<file path="src/rtl/id_ex_control_stage.sv">
// ID-stage control decode, load-use hazard detection and ID/EX register.
// Feeds ALUOp/Funct to the EX-stage ALU control decoder.
module id_ex_control_stage #(
  parameter int CNT_W = 16
) (
  input  logic             clk,
  input  logic             rst_n,
  input  logic             if_id_valid,
  input  logic [31:0]      if_id_instr,
  input  logic             flush,
  output logic             stall_o,
  output logic             ex_valid,
  output logic [1:0]       ex_alu_op,
  output logic [3:0]       ex_funct,
  output logic             ex_reg_write,
  output logic             ex_mem_read,
  output logic             ex_mem_write,
  output logic             ex_mem_to_reg,
  output logic             ex_alu_src,
  output logic             ex_branch,
  output logic [4:0]       ex_rs1,
  output logic [4:0]       ex_rs2,
  output logic [4:0]       ex_rd,
  output logic             illegal_o,
  output logic [CNT_W-1:0] stall_cnt,
  output logic [CNT_W-1:0] flush_cnt
);

  localparam logic [6:0] OP_R  = 7'b0110011;
  localparam logic [6:0] OP_LD = 7'b0000011;
  localparam logic [6:0] OP_ST = 7'b0100011;
  localparam logic [6:0] OP_BR = 7'b1100011;

  logic [6:0] opcode;
  logic [4:0] rs1;
  logic [4:0] rs2;
  logic [4:0] rd;
  logic [3:0] funct;
  logic       is_r;
  logic       is_ld;
  logic       is_st;
  logic       is_br;

  assign opcode = if_id_instr[6:0];
  assign rs1    = if_id_instr[19:15];
  assign rs2    = if_id_instr[24:20];
  assign rd     = if_id_instr[11:7];
  assign funct  = {if_id_instr[30], if_id_instr[14:12]};
  assign is_r   = (opcode == OP_R);
  assign is_ld  = (opcode == OP_LD);
  assign is_st  = (opcode == OP_ST);
  assign is_br  = (opcode == OP_BR);

  logic       legal;
  logic       uses_rs2;
  logic       rd_used;
  logic [1:0] d_alu_op;
  logic       d_rw;
  logic       d_mr;
  logic       d_mw;
  logic       d_m2r;
  logic       d_src;
  logic       d_br;

  // Main control decode of the ID instruction.
  always_comb begin
    legal    = 1'b0;
    uses_rs2 = 1'b0;
    rd_used  = 1'b0;
    d_alu_op = 2'b00;
    d_rw     = 1'b0;
    d_mr     = 1'b0;
    d_mw     = 1'b0;
    d_m2r    = 1'b0;
    d_src    = 1'b0;
    d_br     = 1'b0;
    unique case (1'b1)
      is_r: begin
        legal    = 1'b1;
        uses_rs2 = 1'b1;
        rd_used  = 1'b1;
        d_alu_op = 2'b10;
        d_rw     = 1'b1;
      end
      is_ld: begin
        legal   = 1'b1;
        rd_used = 1'b1;
        d_src   = 1'b1;
        d_mr    = 1'b1;
        d_m2r   = 1'b1;
        d_rw    = 1'b1;
      end
      is_st: begin
        legal    = 1'b1;
        uses_rs2 = 1'b1;
        d_src    = 1'b1;
        d_mw     = 1'b1;
      end
      is_br: begin
        legal    = 1'b1;
        uses_rs2 = 1'b1;
        d_alu_op = 2'b01;
        d_br     = 1'b1;
      end
      default: ;
    endcase
  end

  logic rs1_hit;
  logic rs2_hit;
  logic hazard;
  logic load_en;
  logic ill_d;

  assign rs1_hit = (ex_rd == rs1);
  assign rs2_hit = uses_rs2 & (ex_rd == rs2);
  assign hazard  = if_id_valid & ex_valid & ex_mem_read
                 & (ex_rd != 5'd0) & (rs1_hit | rs2_hit);
  assign stall_o = hazard & ~flush;
  // A stalled illegal op is re-presented, so report it only once.
  assign ill_d   = if_id_valid & ~flush & ~stall_o & ~legal;
  assign load_en = if_id_valid & ~flush & ~stall_o & legal;

  // ID/EX pipeline register; anything not loaded becomes a zeroed bubble.
  always_ff @(posedge clk or negedge rst_n) begin
    if (!rst_n) begin
      ex_valid      <= 1'b0;
      ex_alu_op     <= 2'b00;
      ex_funct      <= 4'd0;
      ex_reg_write  <= 1'b0;
      ex_mem_read   <= 1'b0;
      ex_mem_write  <= 1'b0;
      ex_mem_to_reg <= 1'b0;
      ex_alu_src    <= 1'b0;
      ex_branch     <= 1'b0;
      ex_rs1        <= 5'd0;
      ex_rs2        <= 5'd0;
      ex_rd         <= 5'd0;
      illegal_o     <= 1'b0;
    end else begin
      illegal_o <= ill_d;
      if (load_en) begin
        ex_valid      <= 1'b1;
        ex_alu_op     <= d_alu_op;
        ex_funct      <= funct;
        ex_reg_write  <= d_rw;
        ex_mem_read   <= d_mr;
        ex_mem_write  <= d_mw;
        ex_mem_to_reg <= d_m2r;
        ex_alu_src    <= d_src;
        ex_branch     <= d_br;
        ex_rs1        <= rs1;
        ex_rs2        <= rs2;
        ex_rd         <= rd_used ? rd : 5'd0;
      end else begin
        ex_valid      <= 1'b0;
        ex_alu_op     <= 2'b00;
        ex_funct      <= 4'd0;
        ex_reg_write  <= 1'b0;
        ex_mem_read   <= 1'b0;
        ex_mem_write  <= 1'b0;
        ex_mem_to_reg <= 1'b0;
        ex_alu_src    <= 1'b0;
        ex_branch     <= 1'b0;
        ex_rs1        <= 5'd0;
        ex_rs2        <= 5'd0;
        ex_rd         <= 5'd0;
      end
    end
  end

  // Saturating stall and flush event counters.
  always_ff @(posedge clk or negedge rst_n) begin
    if (!rst_n) begin
      stall_cnt <= '0;
      flush_cnt <= '0;
    end else begin
      if (stall_o && (stall_cnt != '1))
        stall_cnt <= stall_cnt + 1'b1;
      if (flush && if_id_valid && (flush_cnt != '1))
        flush_cnt <= flush_cnt + 1'b1;
    end
  end

endmodule
</file>
<file path="config.mk">
export PLATFORM = sky130hd
export DESIGN_NAME = id_ex_control_stage
export DESIGN_NICKNAME = d
export VERILOG_FILES = /design/src/rtl/id_ex_control_stage.sv
export SDC_FILE = /design/constraint.sdc
export NUM_CORES = 1
export LEC_CHECK = 0
export CAP_MARGIN = 5
export CORE_MARGIN = 4
export CORE_UTILIZATION = 40
export DETAILED_ROUTE_END_ITERATION = 12
export PLACE_DENSITY_LB_ADDON = 0.08
export SYNTH_ARGS = -nofsm -noshare
export SYNTH_HDL_FRONTEND = slang
export SYNTH_SLANG_ARGS = --single-unit
export TNS_END_PERCENT = 50
</file>
<file path="constraint.sdc">
create_clock -name clk -period 2.36 [get_ports clk]
set_clock_uncertainty 0.05 [all_clocks]
set_input_delay 0.472 -clock clk [delete_from_list [all_inputs] [get_ports clk]]
set_output_delay 0.472 -clock clk [all_outputs]
set_load 0.02 [all_outputs]
</file>
==> reports/qor.yml <==
rr_worst_depth: 7
insertion_delay_ps: 330
clockRootBuffer: "clkbuf_8"
dp_hpwl_mm: 4.74
fin_crit_sh: 0.992
finalInstanceArea_um2: 4030
cp_slowest_cell: "or4_4"
yosys-top-cells-area: "dfrtp_1, xnor2_1, xor2_1"
antenna_found_initial: 0
dpl_worst_slack_ps: -701
synthCells: 230
die_area_um2: 7960
pin_count: 98
num-fill-cells: 560
num_vias: 2171
grt_pass1_wl_mm: 9.85
wl_per_cell_um: 14.6
finalSetupViolCount: 0
r2r-end: "ex_rs1[4]"
cap_violations: 0
first_global_vias: 2107
crit_required_ps: 1840
start_kind: "flip-flop"
cts_buffers: 9
final_util: 0.631
synth_cell_types: 38
placed_area_um2: 3800
fin_setup_tns_ps: 0
io_buffers: 91
ys_ff_latch: 60
nNetsFinal: 390
post-cts-setup-buffer-count: 0
dr.pass1.iters: 4
yosysSeqAreaShare: 0.569
tightest_slew_ps: 628
arrival_ps: 1820
clk_pin_slew_ps: 70
r2r_start: "ex_rd[0]"
crit_type: "reg2out"
path_cells: "or4_4 -> o2111ai_4 -> o21ba_4 -> buf_6"
p_leak_nw: 1.78
fin_hold_ws_ps: 106
r2r_slack_ps: 240
clock.fmax_ghz: 0.427
die_w_um: 89.2
antenna_cells: 0
min_path_type: "in2async"
yosysWarnings: 0
antenna_left: 0
dr.first_iter.drc_count: 61
drt-total-wl_mm: 6.34
area_growth_pct: 52.8
htreeDepth: 3
vdd_drop_max_uv: 696
crit_path_max_fanout: 3
largest_registers: "flush_cnt x16, stall_cnt x16"
grt_max_degree: 29
overflow: 0
netlist_area_um2: 2640
cts.hold.buffers_added: 0
drive_above_1_share: 0.157
globalRouteTotalUtil: 0.165
syn_nets: 268
crit_end: "stall_o"
core-area_um2: 6390
drc: 0
maxSlewHeadroom: 0.581
crit_start: "ex_rd[0]"
syn_avg_cell_area_um2: 11.5
hold_viol_final: 0
clock-sinks: 60
routed_via_density: 5.00
maxSlewViolCount: 0
rsz0062_at_grt: "true"
die_y_um: 89.2
synth_top_area_cell: "dfrtp_1"
powerDensity_nw_per_um2: 596
worst_slack_ps: 19.0
clk_path_buf_depth: 2
status: "completed"
synth_top_area_share: 0.569
period_minus_slack_ps: 2340
place.gp.congestion: 0.774
cts_tree: "done"
initial_core_util: 0.413
worstSetupEndpointType: "primary output"
slowest_delay_ps: 560
rows: 29
-- metal layers --
layer | routed length [um] | track usage | vias up
li1 | - | - | 1047
met1 | 2840 | 0.208 | 1052
met2 | 3030 | 0.267 | 65
met3 | 391 | 0.0396 | 7
met4 | 77 | 0.0771 | 0
met5 | 0 | 0 | -
-- synthesized netlist by cell type --
cell type	instances
nor4_1	7
xnor2_1	24
and4bb_2	1
mux2_2	3
nor2_1	12
nor3b_1	1
o21a_1	1
nand2_1	13
o21ai_0	1
nor3_4	1
or3_1	1
or4_1	2
clkbuf_1	1
o21ba_1	1
buf_6	2
nor4b_1	2
buf_4	1
nor3_1	11
o21ai_1	1
dfrtp_1	60
a21oi_1	1
nand4b_1	1
or2_2	2
nand3_1	18
inv_1	3
a21boi_0	1
and2_1	16
a211oi_1	1
xor2_1	14
and3_1	9
nand2b_1	1
nand4_1	8
o311ai_0	2
and4_1	2
ha_1	2
buf_2	1
o2111ai_2	1
nor2b_1	1
-- report_power, final --
group / switching (mW) / total [mW] / internal (mW)
clock: 0.389 / 0.872 / 0.483
sequential: 0.0665 / 1.15 / 1.08
combinational: 0.178 / 0.382 / 0.204
-- placed cells by master, fill, tap and decap left out, drive strengths merged, types with 2 or more instances in the layout --
cell type	Yosys	layout
clkdlybuf4s50	0	84
dfrtp	60	60
buf	4	27
xnor2	24	24
nand3	18	18
and2	16	16
xor2	14	14
nand2	13	13
nor2	12	12
nor3	12	12
clkbuf	1	11
and3	9	9
nand4	8	8
nor4	7	7
dlygate4sd2	0	5
inv	3	3
mux2	3	3
clkinv	0	3
nor4b	2	2
and4	2	2
or2	2	2
o311ai	2	2
ha	2	2
or4	2	2
o21ai	2	2
-- area by class of cell --
cell class                      instances  area (um2)  share of cell area
Clock buffer                           11         131              0.0326
Inverter                                3        11.3             0.00279
Multi-Input combinational cell        162        1140               0.282
Clock inverter                          5        52.6              0.0130
Timing Repair Buffer                  116        1100               0.273
Sequential cell                        60        1500               0.372
Tap cell                               77        96.3              0.0239
-- worst max-delay path, delay by kind of cell, from the launching register on --
kind            cells  cell delay, ps
simple gates        1             560
flops               1             410
compound gates      2             400
buf+inv             1             130
-- worst min-delay path by stage --
stage            startpoint      endpoint  slack (ps)  cells past startpoint
2_1_floorplan         rst_n  ex_alu_op[0]         130                      0
3_3_place_gp   stall_cnt[7]  stall_cnt[7]         430                      1
3_5_place_dp   flush_cnt[3]  flush_cnt[3]         430                      1
4_1_cts               rst_n  ex_alu_op[1]         120                      1
5_1_grt               rst_n  ex_alu_op[0]         140                      1
6_report              rst_n     ex_branch         110                      1
-- cell families after synthesis --
group                    after synthesis  synth area share
flip-flops                            60             0.569
buffers and inverters                  8            0.0190
AND/OR/NAND/NOR                      109             0.233
multiplexers                           3            0.0128
XOR/XNOR                              38             0.126
AO/OA/AOI/OAI                         10            0.0303
adder cells (fa/ha/maj)                2           0.00948
-- metrics by stage --
stage / power [mW] / cells
global route: 2.52 / 434
floorplan: 1.32 / 230
global placement: 1.55 / 418
finish: 2.40 / 434
detailed placement: 1.55 / 418
CTS: 2.43 / 434
-- repair_timing --
| item | in CTS | in global routing |
|---|---|---|
| setup endpoints to repair | 3 | 7 |
| gates resized for setup | 19 | 3 |
| pin swaps | 3 | 0 |
(Power assumes the default switching activity.)
